$ cat src/rtl/fib_disp_pkg.sv
// Shared types and segment constants for the Fibonacci result display.
// Segment bytes are {dp,g,f,e,d,c,b,a}, active low.
package fib_disp_pkg;

    localparam int unsigned DIGIT_W    = 4;
    localparam int unsigned NUM_DIGITS = 4;
    localparam int unsigned HELD_W     = DIGIT_W * NUM_DIGITS;
    localparam int unsigned SSEG_W     = 8;

    typedef enum logic [1:0] {
        e_init = 2'd0,
        e_show = 2'd1,
        e_busy = 2'd2
    } t_disp_state;

    localparam logic [SSEG_W-1:0] SSEG_BLANK = 8'hFF;
    localparam logic [SSEG_W-1:0] SSEG_DASH  = 8'hBF;
    localparam logic [SSEG_W-1:0] SSEG_ERR   = 8'h86;

    // Patterns for decimal digits 0..9 with the decimal point off
    localparam logic [SSEG_W-1:0] DIGIT_SSEG [10] = '{
        8'hC0, 8'hF9, 8'hA4, 8'hB0, 8'h99,
        8'h92, 8'h82, 8'hF8, 8'h80, 8'h90
    };

endpackage

$ cat src/rtl/fib_disp_bcd_to_sseg.sv
// BCD digit to active-low seven-segment pattern; non-decimal codes show "E".
module bcd_to_sseg
    import fib_disp_pkg::*;
(
    input  logic [DIGIT_W-1:0] digit,
    input  logic               dp,
    output logic [SSEG_W-1:0]  sseg_c
);

    always_comb begin
        sseg_c = SSEG_ERR;
        if (digit <= 4'd9) begin
            sseg_c = DIGIT_SSEG[digit];
        end
        sseg_c[SSEG_W-1] = ~dp;
    end

endmodule

$ cat src/rtl/fib_disp.sv
// Display back end: holds the last BCD result and scans it onto a
// four-digit multiplexed seven-segment display with busy blink and dot.
module fib_disp
    import fib_disp_pkg::*;
#(
    parameter int unsigned REFRESH_BITS = 18,
    parameter int unsigned BLINK_BITS   = 25
) (
    input  logic        i_clk,
    input  logic        i_rst,
    input  logic        i_ready,
    input  logic        i_done,
    input  logic [3:0]  i_bcd3,
    input  logic [3:0]  i_bcd2,
    input  logic [3:0]  i_bcd1,
    input  logic [3:0]  i_bcd0,
    output logic [3:0]  o_an,
    output logic [7:0]  o_sseg
);

    t_disp_state             state;
    t_disp_state             state_nxt_c;
    logic                    latch_c;
    logic [HELD_W-1:0]       held;
    logic [REFRESH_BITS-1:0] refresh_cnt;
    logic [BLINK_BITS-1:0]   blink_cnt;

    logic [1:0]              digit_idx_c;
    logic [DIGIT_W-1:0]      digit_c;
    logic [NUM_DIGITS-1:0]   lead_blank_c;
    logic                    dp_c;
    logic                    blink_off_c;
    logic [SSEG_W-1:0]       dec_c;
    logic [3:0]              an_c;
    logic [SSEG_W-1:0]       sseg_c;

    // State register
    always_ff @(posedge i_clk) begin
        if (i_rst) begin
            state <= e_init;
        end else begin
            state <= state_nxt_c;
        end
    end

    // Next state; a done pulse always wins over ready dropping
    always_comb begin
        state_nxt_c = state;
        latch_c     = 1'b0;
        case (state)
            e_init: begin
                if (i_done) begin
                    latch_c     = 1'b1;
                    state_nxt_c = e_show;
                end
            end
            e_show: begin
                if (i_done) begin
                    latch_c     = 1'b1;
                    state_nxt_c = e_show;
                end else if (!i_ready) begin
                    state_nxt_c = e_busy;
                end
            end
            e_busy: begin
                if (i_done) begin
                    latch_c     = 1'b1;
                    state_nxt_c = e_show;
                end
            end
            default: begin
                state_nxt_c = e_init;
            end
        endcase
    end

    // Held result, digit 3 in the top nibble
    always_ff @(posedge i_clk) begin
        if (i_rst) begin
            held <= '0;
        end else if (latch_c) begin
            held <= {i_bcd3, i_bcd2, i_bcd1, i_bcd0};
        end
    end

    // Refresh scan counter
    always_ff @(posedge i_clk) begin
        if (i_rst) begin
            refresh_cnt <= '0;
        end else begin
            refresh_cnt <= refresh_cnt + REFRESH_BITS'(1);
        end
    end

    // Blink counter restarts on busy entry so each busy period opens visible
    always_ff @(posedge i_clk) begin
        if (i_rst) begin
            blink_cnt <= '0;
        end else if (state_nxt_c == e_busy && state != e_busy) begin
            blink_cnt <= '0;
        end else begin
            blink_cnt <= blink_cnt + BLINK_BITS'(1);
        end
    end

    assign digit_idx_c = refresh_cnt[REFRESH_BITS-1 -: 2];
    assign blink_off_c = blink_cnt[BLINK_BITS-1];
    assign dp_c        = (state == e_busy) && (digit_idx_c == 2'd0);

    // Digit mux and leading-zero suppression
    always_comb begin
        digit_c = held[3:0];
        case (digit_idx_c)
            2'd0:    digit_c = held[3:0];
            2'd1:    digit_c = held[7:4];
            2'd2:    digit_c = held[11:8];
            2'd3:    digit_c = held[15:12];
            default: digit_c = held[3:0];
        endcase
        lead_blank_c    = '0;
        lead_blank_c[3] = (held[15:12] == 4'd0);
        lead_blank_c[2] = lead_blank_c[3] && (held[11:8] == 4'd0);
        lead_blank_c[1] = lead_blank_c[2] && (held[7:4] == 4'd0);
    end

    bcd_to_sseg u_bcd_to_sseg (
        .digit  (digit_c),
        .dp     (dp_c),
        .sseg_c (dec_c)
    );

    // Next anode/segment values, registered below
    always_comb begin
        an_c              = 4'b1111;
        an_c[digit_idx_c] = 1'b0;
        sseg_c            = SSEG_BLANK;
        case (state)
            e_init: begin
                sseg_c = SSEG_DASH;
            end
            e_show: begin
                if (!lead_blank_c[digit_idx_c]) begin
                    sseg_c = dec_c;
                end
            end
            e_busy: begin
                if (!blink_off_c && !lead_blank_c[digit_idx_c]) begin
                    sseg_c = dec_c;
                end
            end
            default: begin
                sseg_c = SSEG_BLANK;
            end
        endcase
    end

    always_ff @(posedge i_clk) begin
        if (i_rst) begin
            o_an   <= 4'b1111;
            o_sseg <= SSEG_BLANK;
        end else begin
            o_an   <= an_c;
            o_sseg <= sseg_c;
        end
    end

endmodule

$ cat config.mk
export PLATFORM = sky130hd
export DESIGN_NAME = fib_disp
export DESIGN_NICKNAME = d
export VERILOG_FILES = /design/src/rtl/fib_disp_pkg.sv /design/src/rtl/fib_disp_bcd_to_sseg.sv /design/src/rtl/fib_disp.sv
export SDC_FILE = /design/constraint.sdc
export NUM_CORES = 1
export LEC_CHECK = 0
export ABC_CLOCK_PERIOD_IN_PS = 2400
export BUFFER_PORTS_ARGS = -buffer_cell sky130_fd_sc_hd__clkbuf_2
export CAP_MARGIN = 20
export CORE_MARGIN = 4
export CORE_UTILIZATION = 30
export CTS_CLUSTER_SIZE = 28
export DETAILED_ROUTE_END_ITERATION = 16
export PLACE_DENSITY_LB_ADDON = 0.15
export SLEW_MARGIN = 0
export SYNTH_ARGS = -nofsm -noshare
export SYNTH_HDL_FRONTEND = slang
export SYNTH_SLANG_ARGS = --single-unit
$ cat constraint.sdc
create_clock -name i_clk -period 2.4 [get_ports i_clk]
set_clock_uncertainty 0.1 [all_clocks]
set_input_delay 0.12 -clock i_clk [delete_from_list [all_inputs] [get_ports i_clk]]
set_output_delay 0.12 -clock i_clk [all_outputs]
set_load 0.01 [all_outputs]
==> flow_summary.toml <==
[grt]
track_usage = 0.114
overflow = 0
antenna_found_initial = 0
grt_pass1_wl_um = 11800
grt_pass1_vias = 2579
grt_max_degree = 35

[final_layout]
nFillCells = 1124
final_area_mm2 = 0.00395
drive_gt1_frac = 0.161
area_delta_synth_final_pct = 19.1
layout.nets = 445
diodes = 0
final_cell_count_no_fill = 562
fin_util = 0.364

[die]
die_h_um = 113
num_rows = 38
die_x_um = 113
core_mm2 = 0.0108
initial_utilization = 0.306
die-area_mm2 = 0.0128
io_pins = 32

[sta]
timing_hold_violations_final = 0
fin_crit_sh = 0.834
setup_violations = 0
worst_slack_ps = 397
fin_crit_ps = 2000
slew-limit-headroom = 0.624
fin_setup_tns_ps = 0
hold_slack_ps = 36.3
tightestPinTransition_ps = 563
slew_violations = 0
clock.fmax_mhz = 499
rsz0062_at_grt = "false"

[drt]
drt_wl_total_um = 6810
detail-route-antenna-nets = 0
first_pass_iters = 4
initialDrtViolationCount = 147
routed-via-count = 2677
wl_per_cell_um = 12.1
drcViolationCount = 0
routed_via_density = 4.76

[worst_setup_path]
r2r_setup_slack_ps = 400
reg2regPathDepth = 6
end_kind = "register"
r2r_end = "o_sseg[1]$_SDFF_PP1_"
crit_arrival_ps = 2130
cp_max_fo = 6
cp-endpoint = "o_sseg[1]$_SDFF_PP1_"
critPathKind = "register to register"
start_kind = "register"
crit_start = "refresh_cnt[16]$_SDFF_PP0_"
r2r_start = "refresh_cnt[16]$_SDFF_PP0_"
worstPathRequired_ps = 2530

[place]
place.gp.congestion = 0.730
dpl.cell_count = 527
io_buffers = 31
dp_slack_ps = 367
hpwl_um = 4710
place_area_mm2 = 0.00358

[power]
ir_drop_mv = 0.199
p_switching_uw = 559
cellPowerDensity_mw_per_mm2 = 587
pwr-share-seq = 0.548
p_clk_frac = 0.375
swShare = 0.241
power_mw = 2.32
leakage_nw = 1.41
pwr-share-comb = 0.077
p_int_mw = 1.76

[clock_tree]
numCtsBuffers = 9
clk_pin_slew_ps = 70
insertion_delay_ps = 340
cts.sinks = 73
cts_tree = "done"
htreeDepth = 3
clockRootBuffer = "clkbuf_8"
clk_path_buf_depth = 2
post_cts_buffers = 0

[run]
maxCapViolCount = 0

[worst_hold_path]
hp-class = "input pin to register"

[synth]
synth_area_mm2 = 0.00331
synthArstFlopShare = 0
postSynthRegisterBits = 73
yosysUniqueCellTypes = 44
ys_seq_area_frac = 0.441
synth_fp_nets = 397
synthCells = 369
synth_ff_type = "dfxtp_1"
synth_edf_count = 0
synth_warnings = 0
syn_avg_cell_area_um2 = 8.98

[run_status]
status = "finished, final reports clean"
-- critical path, cell delays in order (launching register included) --
cell and delay, ps:
dfxtp_1 510, mux4_2 610, inv_1 150, ha_1 180, nor2_1 60, a21oi_1 170, o21ai_0 110
-- per-layer routing --
layer,vias up,GRT usage,wire length (um)
met3,10,0.0267,217
li1,1416,-,-
met2,25,0.178,3010
met1,1226,0.147,3420
met4,0,0.0625,162
met5,-,0,0
-- worst min-delay path by stage --
stage / start / to / slack, ps / cells past startpoint
final: i_ready / state[0]$_SDFF_PP0_ / 40 / 3
after CTS: i_ready / state[0]$_SDFF_PP0_ / 20 / 3
after detailed placement: i_bcd0[2] / held[2]$_SDFFE_PP0P_ / 250 / 3
after floorplan: i_done / state[1]$_SDFF_PP0_ / 100 / 1
after global routing: i_ready / state[0]$_SDFF_PP0_ / 40 / 3
after global placement: i_bcd0[1] / held[1]$_SDFFE_PP0P_ / 240 / 3
-- power groups by stage --
stage / registers [mW] / clock network, mW / logic, mW
floorplan: 1.29 / 0 / 0.103
global placement: 1.30 / 0 / 0.160
detailed placement: 1.30 / 0 / 0.159
CTS: 1.27 / 0.906 / 0.183
global route: 1.27 / 0.968 / 0.206
finish: 1.27 / 0.868 / 0.179
-- layout by cell type, fill, tap and decap left out, types with 3 or more instances in the layout --
master,netlist,final
dlygate4sd3_1,0,19
dfxtp_1,73,73
ha_1,8,8
nor4_1,6,6
nand4_1,10,10
o21ai_0,6,6
o31ai_1,13,13
or4_1,14,14
and3_1,4,4
or3_1,4,4
buf_4,1,4
clkbuf_8,0,11
nor2_1,29,29
xor2_1,13,13
clkbuf_2,0,31
nor3_1,4,4
nand2_1,53,53
and2_1,4,4
nand3_1,16,16
mux4_2,5,5
o21a_1,4,4
clkinv_2,0,3
a21oi_1,36,36
inv_1,13,13
xnor2_1,8,8
mux2i_1,3,3
a211oi_1,3,3
-- synthesized netlist by cell type (3+ instances only) --
library cell	instances	area [um^2]
nand4_1	10	62.6
mux4_2	5	113
a21oi_1	36	180
or4_1	14	105
nor2_1	29	109
nand3_1	16	80.1
mux2i_1	3	30.0
nand2_1	53	199
xnor2_1	8	70.1
o21a_1	4	30.0
dfxtp_1	73	1460
buf_6	3	33.8
nor3_1	4	20.0
o21ai_0	6	30.0
or3_1	4	25.0
o31ai_1	13	97.6
and3_1	4	25.0
and2_1	4	25.0
nor4_1	6	37.5
xor2_1	13	114
ha_1	8	100
clkbuf_1	11	41.3
a211oi_1	3	22.5
inv_1	13	48.8
-- state kept, by name, summed over array words and instances (netlist names) --
| signal | count |
|---|---|
| held | 16 |
| refresh_cnt | 18 |
| state | 2 |
| o_sseg | 8 |
| o_an | 4 |
| blink_cnt | 25 |
-- cell families (layout without fill, tap and decap cells) --
group,Yosys count,in the layout,share of synthesized area
buf+inv,30,83,0.0427
fa+ha+maj,8,8,0.0302
flops,73,73,0.441
simple gates,160,160,0.261
mux,9,9,0.0465
compound gates,68,68,0.123
xor+xnor,21,21,0.0555
-- timing repair --
action	CTS	global route
endpoints found under the setup margin	0	0
hold buffers	19	0
hold endpoints to repair	20	0
gates resized for setup	0	0
-- layout make-up --
type	instances	area, um^2	area share
clock buffer	13	159	0.0403
clock inverter	3	15.0	0.00381
inverter	13	48.8	0.0124
multi-input combinational	266	1710	0.434
sequential	73	1460	0.370
tap	140	175	0.0444
timing repair buffer	54	375	0.0951
Note: power is estimated with default switching activity, not from simulation.
